--- src/rtl/switch_conditioner.sv ---
// rtl/switch_conditioner.sv - synchronizer, stable-window debounce FSM and edge pulses for one switch input.
// Optional auto-repeat of rise_pulse while held: define AUTO_REPEAT_EN.
module switch_conditioner #(
    parameter int SYNC_STAGES     = 2,
    parameter int DEBOUNCE_CYCLES = 1000000,
    parameter int REPEAT_DELAY    = 25000000,
    parameter int REPEAT_PERIOD   = 5000000
) (
    input  logic CLK50M,
    input  logic reset,
    input  logic A_noisy,
    output logic A,
    output logic rise_pulse,
    output logic fall_pulse,
    output logic busy
);

    localparam int CW = $clog2(DEBOUNCE_CYCLES);
    localparam logic [CW-1:0] CNT_LAST = CW'(DEBOUNCE_CYCLES - 1);
    localparam logic [CW-1:0] CNT_ONE  = CW'(1);

    generate
        if (SYNC_STAGES < 2 || SYNC_STAGES > 4 || DEBOUNCE_CYCLES < 2 ||
            REPEAT_PERIOD < 1 || REPEAT_DELAY < REPEAT_PERIOD) begin : g_bad_params
            $error("switch_conditioner: illegal parameter combination");
        end
    endgenerate

    typedef enum logic [1:0] {
        IDLE_LOW  = 2'd0,
        WAIT_HIGH = 2'd1,
        IDLE_HIGH = 2'd2,
        WAIT_LOW  = 2'd3
    } state_t;

    logic [SYNC_STAGES-1:0] sync_q;
    logic                   sync_out;
    state_t                 state_q;
    logic [CW-1:0]          cnt_q;
    logic                   a_q;
    logic                   rise_q;
    logic                   fall_q;
    logic                   busy_q;

    assign sync_out = sync_q[SYNC_STAGES-1];

    always_ff @(posedge CLK50M) begin
        if (reset) begin
            sync_q  <= '0;
            state_q <= IDLE_LOW;
            cnt_q   <= '0;
            a_q     <= 1'b0;
            rise_q  <= 1'b0;
            fall_q  <= 1'b0;
            busy_q  <= 1'b0;
        end else begin
            sync_q <= {sync_q[SYNC_STAGES-2:0], A_noisy};
            rise_q <= 1'b0;
            fall_q <= 1'b0;
            case (state_q)
                IDLE_LOW: begin
                    if (sync_out) begin
                        state_q <= WAIT_HIGH;
                        cnt_q   <= CNT_ONE;
                        busy_q  <= 1'b1;
                    end else begin
                        cnt_q <= '0;
                    end
                end
                WAIT_HIGH: begin
                    if (!sync_out) begin
                        state_q <= IDLE_LOW;
                        cnt_q   <= '0;
                        busy_q  <= 1'b0;
                    end else if (cnt_q == CNT_LAST) begin
                        state_q <= IDLE_HIGH;
                        cnt_q   <= '0;
                        a_q     <= 1'b1;
                        rise_q  <= 1'b1;
                        busy_q  <= 1'b0;
                    end else begin
                        cnt_q <= cnt_q + CNT_ONE;
                    end
                end
                IDLE_HIGH: begin
                    if (!sync_out) begin
                        state_q <= WAIT_LOW;
                        cnt_q   <= CNT_ONE;
                        busy_q  <= 1'b1;
                    end else begin
                        cnt_q <= '0;
                    end
                end
                WAIT_LOW: begin
                    if (sync_out) begin
                        state_q <= IDLE_HIGH;
                        cnt_q   <= '0;
                        busy_q  <= 1'b0;
                    end else if (cnt_q == CNT_LAST) begin
                        state_q <= IDLE_LOW;
                        cnt_q   <= '0;
                        a_q     <= 1'b0;
                        fall_q  <= 1'b1;
                        busy_q  <= 1'b0;
                    end else begin
                        cnt_q <= cnt_q + CNT_ONE;
                    end
                end
                default: begin
                    state_q <= IDLE_LOW;
                    cnt_q   <= '0;
                    busy_q  <= 1'b0;
                end
            endcase
        end
    end

`ifdef AUTO_REPEAT_EN
    localparam int RW = $clog2(REPEAT_DELAY);
    localparam logic [RW-1:0] RPT_LAST   = RW'(REPEAT_DELAY - 1);
    localparam logic [RW-1:0] RPT_RELOAD = RW'(REPEAT_DELAY - REPEAT_PERIOD);

    logic [RW-1:0] rpt_q;
    logic          rpt_pulse_q;

    // Cleared on every entry into IDLE_HIGH; frozen while WAIT_LOW qualifies a release.
    // Reloading to DELAY-PERIOD after a fire makes later pulses PERIOD apart.
    always_ff @(posedge CLK50M) begin
        if (reset) begin
            rpt_q       <= '0;
            rpt_pulse_q <= 1'b0;
        end else begin
            rpt_pulse_q <= 1'b0;
            if (state_q == WAIT_HIGH || (state_q == WAIT_LOW && sync_out)) begin
                rpt_q <= '0;
            end else if (state_q == IDLE_HIGH && sync_out) begin
                if (rpt_q == RPT_LAST) begin
                    rpt_q       <= RPT_RELOAD;
                    rpt_pulse_q <= 1'b1;
                end else begin
                    rpt_q <= rpt_q + RW'(1);
                end
            end
        end
    end

    assign rise_pulse = rise_q | rpt_pulse_q;
`else
    assign rise_pulse = rise_q;
`endif

    assign A          = a_q;
    assign fall_pulse = fall_q;
    assign busy       = busy_q;

endmodule

--- config.mk ---
export PLATFORM = sky130hd
export DESIGN_NAME = switch_conditioner
export DESIGN_NICKNAME = d
export VERILOG_FILES = /design/src/rtl/switch_conditioner.sv
export SDC_FILE = /design/constraint.sdc
export NUM_CORES = 1
export LEC_CHECK = 0
export ABC_AREA = 0
export CAP_MARGIN = 30
export CORE_AREA = 2 2 45 58
export CTS_BUF_LIST = sky130_fd_sc_hd__clkbuf_8
export DETAILED_ROUTE_END_ITERATION = 12
export DIE_AREA = 0 0 47 60
export PLACE_DENSITY = 0.72
export SKIP_LAST_GASP = 1
export SLEW_MARGIN = 20
export SYNTH_ARGS = -nofsm -noshare
export SYNTH_HDL_FRONTEND = slang
export SYNTH_SLANG_ARGS = --single-unit
--- constraint.sdc ---
create_clock -name CLK50M -period 7.1 [get_ports CLK50M]
set_clock_uncertainty 0.15 [all_clocks]
set_input_delay 1.775 -clock CLK50M [delete_from_list [all_inputs] [get_ports CLK50M]]
set_output_delay 1.775 -clock CLK50M [all_outputs]
set_load 0.02 [all_outputs]
==> run_summary.xml, run 1 <==
<?xml version="1.0" encoding="UTF-8"?>
<metrics>
  <group name="synth">
    <metric name="synth_ff_type" unit="">sky130_fd_sc_hd__dfxtp_1</metric>
    <metric name="netlist_top_cells_count" unit="">sky130_fd_sc_hd__dfxtp_1, sky130_fd_sc_hd__nor2_1, sky130_fd_sc_hd__xnor2_1, sky130_fd_sc_hd__a21oi_1, sky130_fd_sc_hd__nand3_1</metric>
    <metric name="post_synth_xor_area_fraction" unit="%">9.46</metric>
    <metric name="synthDominantAreaCellType" unit="">sky130_fd_sc_hd__dfxtp_1</metric>
    <metric name="synth_top_family_by_area" unit="">simple AND/OR/NAND/NOR gates</metric>
    <metric name="post_synth.cell_area_avg" unit="sq um">8.85</metric>
    <metric name="yosys-mux-area-fraction" unit="%">0</metric>
    <metric name="netlist-cell-type-count" unit="">32</metric>
    <metric name="synth_compound_area_share" unit="%">12.0</metric>
    <metric name="synth-seq-cells" unit="">28</metric>
    <metric name="ys_async_sr_fraction" unit="%">0</metric>
    <metric name="post-synth-top-count-cell" unit="">sky130_fd_sc_hd__dfxtp_1</metric>
    <metric name="syn_nets" unit="">140</metric>
    <metric name="synth-seq-area-share" unit="%">46.6</metric>
    <metric name="post_synth_fa_ha_maj_area_fraction" unit="%">1.04</metric>
    <metric name="synth.top_cells.by_area" unit="">sky130_fd_sc_hd__dfxtp_1, sky130_fd_sc_hd__xnor2_1, sky130_fd_sc_hd__nor2_1</metric>
    <metric name="edff_count_synth" unit="">0</metric>
    <metric name="synth_simple_gate_area_share" unit="%">27.4</metric>
    <metric name="netlist_area_before_placement" unit="sq mm">0.00120</metric>
    <metric name="netlist.area_leader.share" unit="%">46.6</metric>
    <metric name="synth.yosys.warnings" unit="">0</metric>
    <metric name="post_synth_inst_count" unit="">136</metric>
  </group>
  <group name="timing">
    <metric name="tightestPinTransition" unit="ps">823</metric>
    <metric name="final_period_util" unit="%">44.9</metric>
    <metric name="setup_viol_count_final" unit="">0</metric>
    <metric name="slew_viol_final" unit="">0</metric>
    <metric name="fin_setup_tns" unit="ps">0</metric>
    <metric name="layout_setup_ws" unit="ps">3910</metric>
    <metric name="max_clock_freq" unit="MHz">314</metric>
    <metric name="slew-limit-headroom" unit="%">45.1</metric>
    <metric name="finalWorstPathRequiredPeriod" unit="ps">3190</metric>
    <metric name="timing.hold.ws" unit="ps">311</metric>
    <metric name="hold_viol" unit="">0</metric>
    <metric name="rsz_0062_raised_after_global_routing" unit="">false</metric>
  </group>
  <group name="setup_path">
    <metric name="critical_path.top_delay_family" unit="">compound AO/OA/AOI/OAI gates</metric>
    <metric name="critPathArrivalTime" unit="ps">3210</metric>
    <metric name="critical_path_cell_count" unit="">4</metric>
    <metric name="worst_setup_path_start_kind" unit="">input port</metric>
    <metric name="worst_r2r_startpoint" unit="">cnt_q[0]</metric>
    <metric name="crit_start" unit="">reset</metric>
    <metric name="regToRegSetupSlack" unit="ps">4400</metric>
    <metric name="crit_slowest_cell" unit="">sky130_fd_sc_hd__clkdlybuf4s50_1</metric>
    <metric name="cpPeakStageDelay" unit="ps">520</metric>
    <metric name="reg2reg_depth" unit="">5</metric>
    <metric name="crit_buf_inv" unit="">2</metric>
    <metric name="critPathCaptureType" unit="">flip-flop</metric>
    <metric name="timing.setup.critical_path_class" unit="">input port to flip-flop</metric>
    <metric name="data_required_critical_path" unit="ps">7130</metric>
    <metric name="timing.critical_path.cells" unit="">clkdlybuf4s50_1 -&gt; inv_1 -&gt; o2111ai_2 -&gt; a21oi_1</metric>
    <metric name="cp_max_fo" unit="">18</metric>
    <metric name="crit-reg2reg-capture" unit="">cnt_q[3]</metric>
    <metric name="critPathCapture" unit="">cnt_q[14]</metric>
  </group>
  <group name="drt">
    <metric name="avgRoutedWirePerCell" unit="um">12.5</metric>
    <metric name="vias_post_dr" unit="">955</metric>
    <metric name="drc_violations" unit="">0</metric>
    <metric name="drt_pass1_iterations" unit="">4</metric>
    <metric name="ant_nets" unit="">0</metric>
    <metric name="detail_route.iter0.violations" unit="">15</metric>
    <metric name="drt-vias-per-instance" unit="">5.46</metric>
    <metric name="routed_wl" unit="um">2190</metric>
  </group>
  <group name="place">
    <metric name="place.gp.congestion" unit="">0.787</metric>
    <metric name="worst_setup_slack_before_clock_tree_synthesis" unit="ps">3650</metric>
    <metric name="dpl.hpwl" unit="um">1720</metric>
    <metric name="placed_cells" unit="">172</metric>
    <metric name="place.port_buffers" unit="">6</metric>
  </group>
  <group name="global_route">
    <metric name="grt_first_pass_wirelength" unit="um">3870</metric>
    <metric name="gr-usage-all-layers" unit="%">18.7</metric>
    <metric name="number_of_global_route_vias_before_repair" unit="">976</metric>
    <metric name="antenna_violations_before_repair" unit="">0</metric>
    <metric name="global_route.overflow_total" unit="">0</metric>
    <metric name="grt_start_max_net_pins" unit="">19</metric>
  </group>
  <group name="final_layout">
    <metric name="design.final.nets" unit="">148</metric>
    <metric name="register_area" unit="sq um">561</metric>
    <metric name="fin_cells" unit="">175</metric>
    <metric name="syn_to_final_growth" unit="%">10.5</metric>
    <metric name="area_of_the_multi_input_gates" unit="sq um">601</metric>
    <metric name="diodes" unit="">0</metric>
    <metric name="final_layout_size_suffix_gt1_share" unit="%">3.52</metric>
    <metric name="num-fill-cells" unit="">233</metric>
  </group>
  <group name="floorplanning">
    <metric name="initial_utilization" unit="%">52.3</metric>
    <metric name="floorplan.core_area" unit="sq mm">0.00230</metric>
    <metric name="io_pins" unit="">7</metric>
    <metric name="design.die.area" unit="sq mm">0.00282</metric>
    <metric name="die_h" unit="um">60</metric>
    <metric name="floorplan.die.width" unit="um">47</metric>
    <metric name="num_rows" unit="">20</metric>
  </group>
  <group name="cts">
    <metric name="max-clock-path-buffers" unit="">2</metric>
    <metric name="cts_root_buf" unit="">sky130_fd_sc_hd__clkbuf_8</metric>
    <metric name="cts-buffers-inserted" unit="">3</metric>
    <metric name="clock_latency" unit="ps">260</metric>
    <metric name="hold_buffers" unit="">0</metric>
    <metric name="tritoncts" unit="">built</metric>
    <metric name="cts_setup_buffers" unit="">0</metric>
    <metric name="clock_tree.htree_level_count" unit="">1</metric>
    <metric name="post_cts.resized_instances" unit="">0</metric>
    <metric name="clkTransAtPathRegs" unit="ps">90</metric>
    <metric name="cts_sinks" unit="">28</metric>
  </group>
  <group name="run">
    <metric name="timing.max_cap.violations" unit="">0</metric>
  </group>
  <group name="pwr">
    <metric name="ir_worst_vdd" unit="uV">94.9</metric>
    <metric name="power.total" unit="mW">0.249</metric>
    <metric name="static-leakage-power" unit="nW">0.368</metric>
    <metric name="power_per_cell_area" unit="mW/mm^2">187</metric>
  </group>
  <group name="worst_hold_path">
    <metric name="timing.hold.worst.class" unit="">flip-flop to flip-flop</metric>
  </group>
  <group name="status">
    <metric name="outcome" unit="">complete, no violations</metric>
  </group>
</metrics>
-- per-stage QoR --
step,instance area [sq um],util [%]
after detailed placement,1290,56.0
after global placement,1290,56.0
after floorplan,1200,-
after CTS,1330,57.8
after global routing,1330,57.8
final,1330,57.8
-- how the worst min path moves through the flow --
stage	endpoint	cells past startpoint	slack, ps	startpoint
after floorplan	sync_q[1]	1	260	sync_q[0]
after global placement	sync_q[1]	1	280	sync_q[0]
after detailed placement	sync_q[1]	1	300	sync_q[0]
after CTS	sync_q[1]	1	310	sync_q[0]
after global routing	sync_q[1]	1	330	sync_q[0]
final	sync_q[1]	1	310	sync_q[0]
-- layout make-up --
type	instances	share of cell area, %
clock buffer	3	3.10
multi-input combinational	98	45.2
tap	33	3.10
sequential	28	42.1
inverter	7	1.98
timing repair buffer	6	4.52
-- state kept, by name, summed over array words and instances (netlist names), named ones only --
name / count
sync_q: 2
rise_pulse: 1
fall_pulse: 1
cnt_q: 20
busy: 1
A: 1
state_q: 1
-- worst reg2reg max path, cell delays in order, from the launching register on --
cell	delay, ps
sky130_fd_sc_hd__dfxtp_1	390
sky130_fd_sc_hd__ha_1	200
sky130_fd_sc_hd__nand3_1	240
sky130_fd_sc_hd__or4_1	720
sky130_fd_sc_hd__o2111ai_2	740
sky130_fd_sc_hd__nor2_1	120
-- kinds of logic (layout without fill, tap and decap cells) --
logic type | after synthesis | after routing
xor+xnor | 13 | 13
simple gates | 61 | 61
flops | 28 | 28
compound gates | 23 | 23
buf+inv | 10 | 16
fa+ha+maj | 1 | 1
-- placed cells by master, fill, tap and decap left out, drive strengths merged, types with 2 or more instances in the layout --
cell type,count
o21bai,2
or3,6
nor3,2
clkbuf,3
inv,7
nand3,8
nand4,2
nor2b,3
or4,4
o31ai,2
xnor2,11
a21oi,8
dfxtp,28
xor2,2
o21ai,6
nor2,16
and3,2
o21a,2
clkdlybuf4s50,6
nor4,5
nand2,7
-- where the power goes --
group | switching [mW] | internal, mW | total (mW)
Combinational | 0.00377 | 0.00385 | 0.00762
Sequential | 0.00120 | 0.159 | 0.160
Clock | 0.0439 | 0.0379 | 0.0819
-- metal layers --
layer | global-route usage [%] | wire [um] | vias up | part of all wire, %
met1 | 19.9 | 930 | 452 | 42
met3 | 2.72 | 48 | 2 | 2.2
li1 | - | - | 492 | -
met2 | 34.8 | 1200 | 9 | 55
met5 | 0 | 0 | - | 0
met4 | 7.54 | 12 | 0 | 0.55
Power figures use the tool's default switching activity.
==> run 2, diff against run 1 <==
--- a/config.mk
+++ b/config.mk
@@ -7,11 +7,11 @@
 export LEC_CHECK = 0
 export ABC_AREA = 0
 export CAP_MARGIN = 30
-export CORE_AREA = 2 2 45 58
+export CORE_AREA = 2 2 46 58
 export CTS_BUF_LIST = sky130_fd_sc_hd__clkbuf_8
 export DETAILED_ROUTE_END_ITERATION = 12
-export DIE_AREA = 0 0 47 60
-export PLACE_DENSITY = 0.72
+export DIE_AREA = 0 0 48 60
+export PLACE_DENSITY = 0.73
 export SKIP_LAST_GASP = 1
 export SLEW_MARGIN = 20
 export SYNTH_ARGS = -nofsm -noshare
==> constraint.sdc (replaced) <==
create_clock -name CLK50M -period 2.6 [get_ports CLK50M]
set_clock_uncertainty 0.15 [all_clocks]
set_input_delay 0.65 -clock CLK50M [delete_from_list [all_inputs] [get_ports CLK50M]]
set_output_delay 0.65 -clock CLK50M [all_outputs]
set_load 0.02 [all_outputs]
==> run 2 against run 1 <==
Combinational power grew to 3.0 times the previous value. Sequential power grew to 2.7 times the previous value. Via count grew 4.0%. Sequential share of layout area shrank 1.1 points. Non-clock buffer count grew 3. Power grew to 2.9 times the previous value. Critical path depth is the same. Cell area grew 2.7%. Critical path type is now flip-flop to flip-flop.
==> run_summary.xml, run 2 (synthesis results as in run 1) <==
<?xml version="1.0" encoding="UTF-8"?>
<metrics>
  <group name="status">
    <metric name="outcome" unit="">complete, no violations</metric>
  </group>
  <group name="setup_path">
    <metric name="critPathCaptureType" unit="">flip-flop</metric>
    <metric name="critical_path_cell_count" unit="">4</metric>
    <metric name="critical_path.top_delay_family" unit="">simple AND/OR/NAND/NOR gates</metric>
    <metric name="reg2reg_depth" unit="">4</metric>
    <metric name="timing.setup.critical_path_class" unit="">flip-flop to flip-flop</metric>
    <metric name="worst_r2r_startpoint" unit="">cnt_q[8]</metric>
    <metric name="crit_slowest_cell" unit="">sky130_fd_sc_hd__or4_1</metric>
    <metric name="cp_max_fo" unit="">8</metric>
    <metric name="crit_buf_inv" unit="">0</metric>
    <metric name="critPathArrivalTime" unit="ps">2360</metric>
    <metric name="regToRegSetupSlack" unit="ps">280</metric>
    <metric name="data_required_critical_path" unit="ps">2650</metric>
    <metric name="cpPeakStageDelay" unit="ps">540</metric>
    <metric name="critical_path.most_common_cell" unit="">sky130_fd_sc_hd__or4_1</metric>
    <metric name="crit-reg2reg-capture" unit="">A</metric>
    <metric name="crit_start" unit="">cnt_q[8]</metric>
    <metric name="timing.critical_path.cells" unit="">or4b_1 -&gt; or4_1 -&gt; or4_1 -&gt; a31oi_1</metric>
    <metric name="worst_setup_path_start_kind" unit="">flip-flop</metric>
  </group>
  <group name="floorplanning">
    <metric name="initial_utilization" unit="%">50.6</metric>
    <metric name="die_h" unit="um">60</metric>
    <metric name="num_rows" unit="">20</metric>
    <metric name="floorplan.die.width" unit="um">48</metric>
    <metric name="io_pins" unit="">7</metric>
    <metric name="floorplan.core_area" unit="sq mm">0.00238</metric>
    <metric name="design.die.area" unit="sq mm">0.00288</metric>
  </group>
  <group name="run">
    <metric name="timing.max_cap.violations" unit="">0</metric>
  </group>
  <group name="final_layout">
    <metric name="design.final.nets" unit="">151</metric>
    <metric name="final_cell_mix" unit="">sky130_fd_sc_hd__dfxtp_1, sky130_fd_sc_hd__nor2_1, sky130_fd_sc_hd__xnor2_1, sky130_fd_sc_hd__nand3_1, sky130_fd_sc_hd__a21oi_1</metric>
    <metric name="syn_to_final_growth" unit="%">13.5</metric>
    <metric name="final_layout_size_suffix_gt1_share" unit="%">6.16</metric>
    <metric name="largest_register_ff_count" unit="">20</metric>
    <metric name="post-route-cell-area" unit="sq mm">0.00137</metric>
    <metric name="largest_registers" unit="">cnt_q (20), sync_q (2)</metric>
    <metric name="regMostFlops" unit="">cnt_q</metric>
    <metric name="commonest_non_fill_non_tap_cell_in_the_layout" unit="">sky130_fd_sc_hd__dfxtp_1</metric>
    <metric name="diodes" unit="">0</metric>
  </group>
  <group name="pwr">
    <metric name="combinationalPowerShare" unit="%">3.1</metric>
    <metric name="p_clk_share" unit="%">36.1</metric>
    <metric name="power.share.switching" unit="%">19.4</metric>
    <metric name="ir_worst_vdd" unit="uV">394</metric>
    <metric name="power.sequential.fraction" unit="%">60.7</metric>
    <metric name="p_int" unit="mW">0.580</metric>
    <metric name="static-leakage-power" unit="nW">0.388</metric>
    <metric name="power_per_cell_area" unit="mW/mm^2">527</metric>
    <metric name="total_switching_power" unit="mW">0.139</metric>
  </group>
  <group name="place">
    <metric name="dpl.hpwl" unit="um">1690</metric>
    <metric name="place.gp.congestion" unit="">0.733</metric>
    <metric name="worst_setup_slack_before_clock_tree_synthesis" unit="ps">314</metric>
    <metric name="place.port_buffers" unit="">6</metric>
    <metric name="placement.cell_area" unit="sq mm">0.00131</metric>
  </group>
  <group name="cts">
    <metric name="cts_root_buf" unit="">sky130_fd_sc_hd__clkbuf_8</metric>
    <metric name="max-clock-path-buffers" unit="">2</metric>
    <metric name="cts_sinks" unit="">28</metric>
    <metric name="clock_latency" unit="ps">270</metric>
    <metric name="clkTransAtPathRegs" unit="ps">90</metric>
    <metric name="post_cts.resized_instances" unit="">0</metric>
    <metric name="cts_setup_buffers" unit="">0</metric>
    <metric name="cts-buffers-inserted" unit="">3</metric>
    <metric name="tritoncts" unit="">built</metric>
    <metric name="clock_tree.htree_level_count" unit="">1</metric>
    <metric name="hold_buffers" unit="">0</metric>
  </group>
  <group name="timing">
    <metric name="slew_viol_final" unit="">0</metric>
    <metric name="setup_viol_count_final" unit="">0</metric>
    <metric name="final_period_util" unit="%">89.1</metric>
    <metric name="timing.hold.ws" unit="ps">311</metric>
    <metric name="hold_viol" unit="">0</metric>
    <metric name="rsz_0062_raised_after_global_routing" unit="">false</metric>
    <metric name="finalWorstPathRequiredPeriod" unit="ps">2320</metric>
    <metric name="fin_setup_tns" unit="ps">0</metric>
    <metric name="layout_setup_ws" unit="ps">282</metric>
    <metric name="max_clock_freq" unit="MHz">431</metric>
    <metric name="tightestPinTransition" unit="ps">429</metric>
    <metric name="slew-limit-headroom" unit="%">71.0</metric>
  </group>
  <group name="global_route">
    <metric name="global_route.overflow_total" unit="">0</metric>
    <metric name="number_of_global_route_vias_before_repair" unit="">909</metric>
    <metric name="grt_start_max_net_pins" unit="">19</metric>
    <metric name="grt_first_pass_wirelength" unit="um">3770</metric>
    <metric name="gr-usage-all-layers" unit="%">18.7</metric>
    <metric name="antenna_violations_before_repair" unit="">0</metric>
  </group>
  <group name="drt">
    <metric name="avgRoutedWirePerCell" unit="um">12.4</metric>
    <metric name="drt-vias-per-instance" unit="">5.55</metric>
    <metric name="drt_pass1_iterations" unit="">4</metric>
    <metric name="vias_post_dr" unit="">993</metric>
    <metric name="detail_route.iter0.violations" unit="">23</metric>
    <metric name="ant_nets" unit="">0</metric>
    <metric name="drc_violations" unit="">0</metric>
    <metric name="routed_wl" unit="um">2220</metric>
  </group>
  <group name="worst_hold_path">
    <metric name="hold_path_depth" unit="">1</metric>
    <metric name="hp-start" unit="">sync_q[0]</metric>
    <metric name="timing.hold.worst.class" unit="">flip-flop to flip-flop</metric>
    <metric name="worst_hold_path.endpoint" unit="">sync_q[1]</metric>
  </group>
</metrics>
## run 2: changes by cell type in the layout (fill, tap and decap cells not counted), sizes merged
| cell | previous run | this run |
|---|---|---|
| buf | 0 | 3 |
| clkbuf | 3 | 4 |
## run 2: layer usage
metal	global-route usage, %	vias to the layer above	share of wire (%)
met5	0	-	0
met4	6.95	0	1.5
met3	3.63	4	3.0
met2	32.6	14	54
met1	21.6	471	42
li1	-	504	-
## run 2: stage by stage
step / util (%) / instances / total power, mW
after floorplan: - / 136 / 0.457
after global placement: 55.2 / 175 / 0.469
after detailed placement: 55.2 / 175 / 0.470
after CTS: 57.5 / 179 / 0.730
after global routing: 57.5 / 179 / 0.747
final: 57.5 / 179 / 0.719
## run 2: power by group through the flow
stage | clock network (mW) | registers [mW] | logic [mW]
after floorplan | 0 | 0.449 | 0.00765
after global placement | 0 | 0.447 | 0.0220
after detailed placement | 0 | 0.447 | 0.0227
after CTS | 0.270 | 0.437 | 0.0228
after global routing | 0.286 | 0.438 | 0.0243
final | 0.260 | 0.437 | 0.0225
## run 2: worst max-delay path by stage
| stage | endpoint | slack (ps) |
|---|---|---|
| after global placement | A | 390 |
| after detailed placement | A | 310 |
| after CTS | A | 290 |
| after global routing | A | 200 |
| final | A | 280 |
| after floorplan | cnt_q[4] | 360 |
## run 2: area by class of cell
class | count | area, sq um
tap | 33 | 41.3
fill | 215 | 1010
timing repair buffer | 9 | 82.6
multi-input combinational | 98 | 601
clock buffer | 4 | 55.1
sequential | 28 | 561
inverter | 7 | 26.3
## run 2: worst register-to-register path, stage by stage, from the launching register on
cell and delay, ps:
sky130_fd_sc_hd__dfxtp_1 340, sky130_fd_sc_hd__or4b_1 500, sky130_fd_sc_hd__or4_1 540, sky130_fd_sc_hd__or4_1 530, sky130_fd_sc_hd__a31oi_1 180
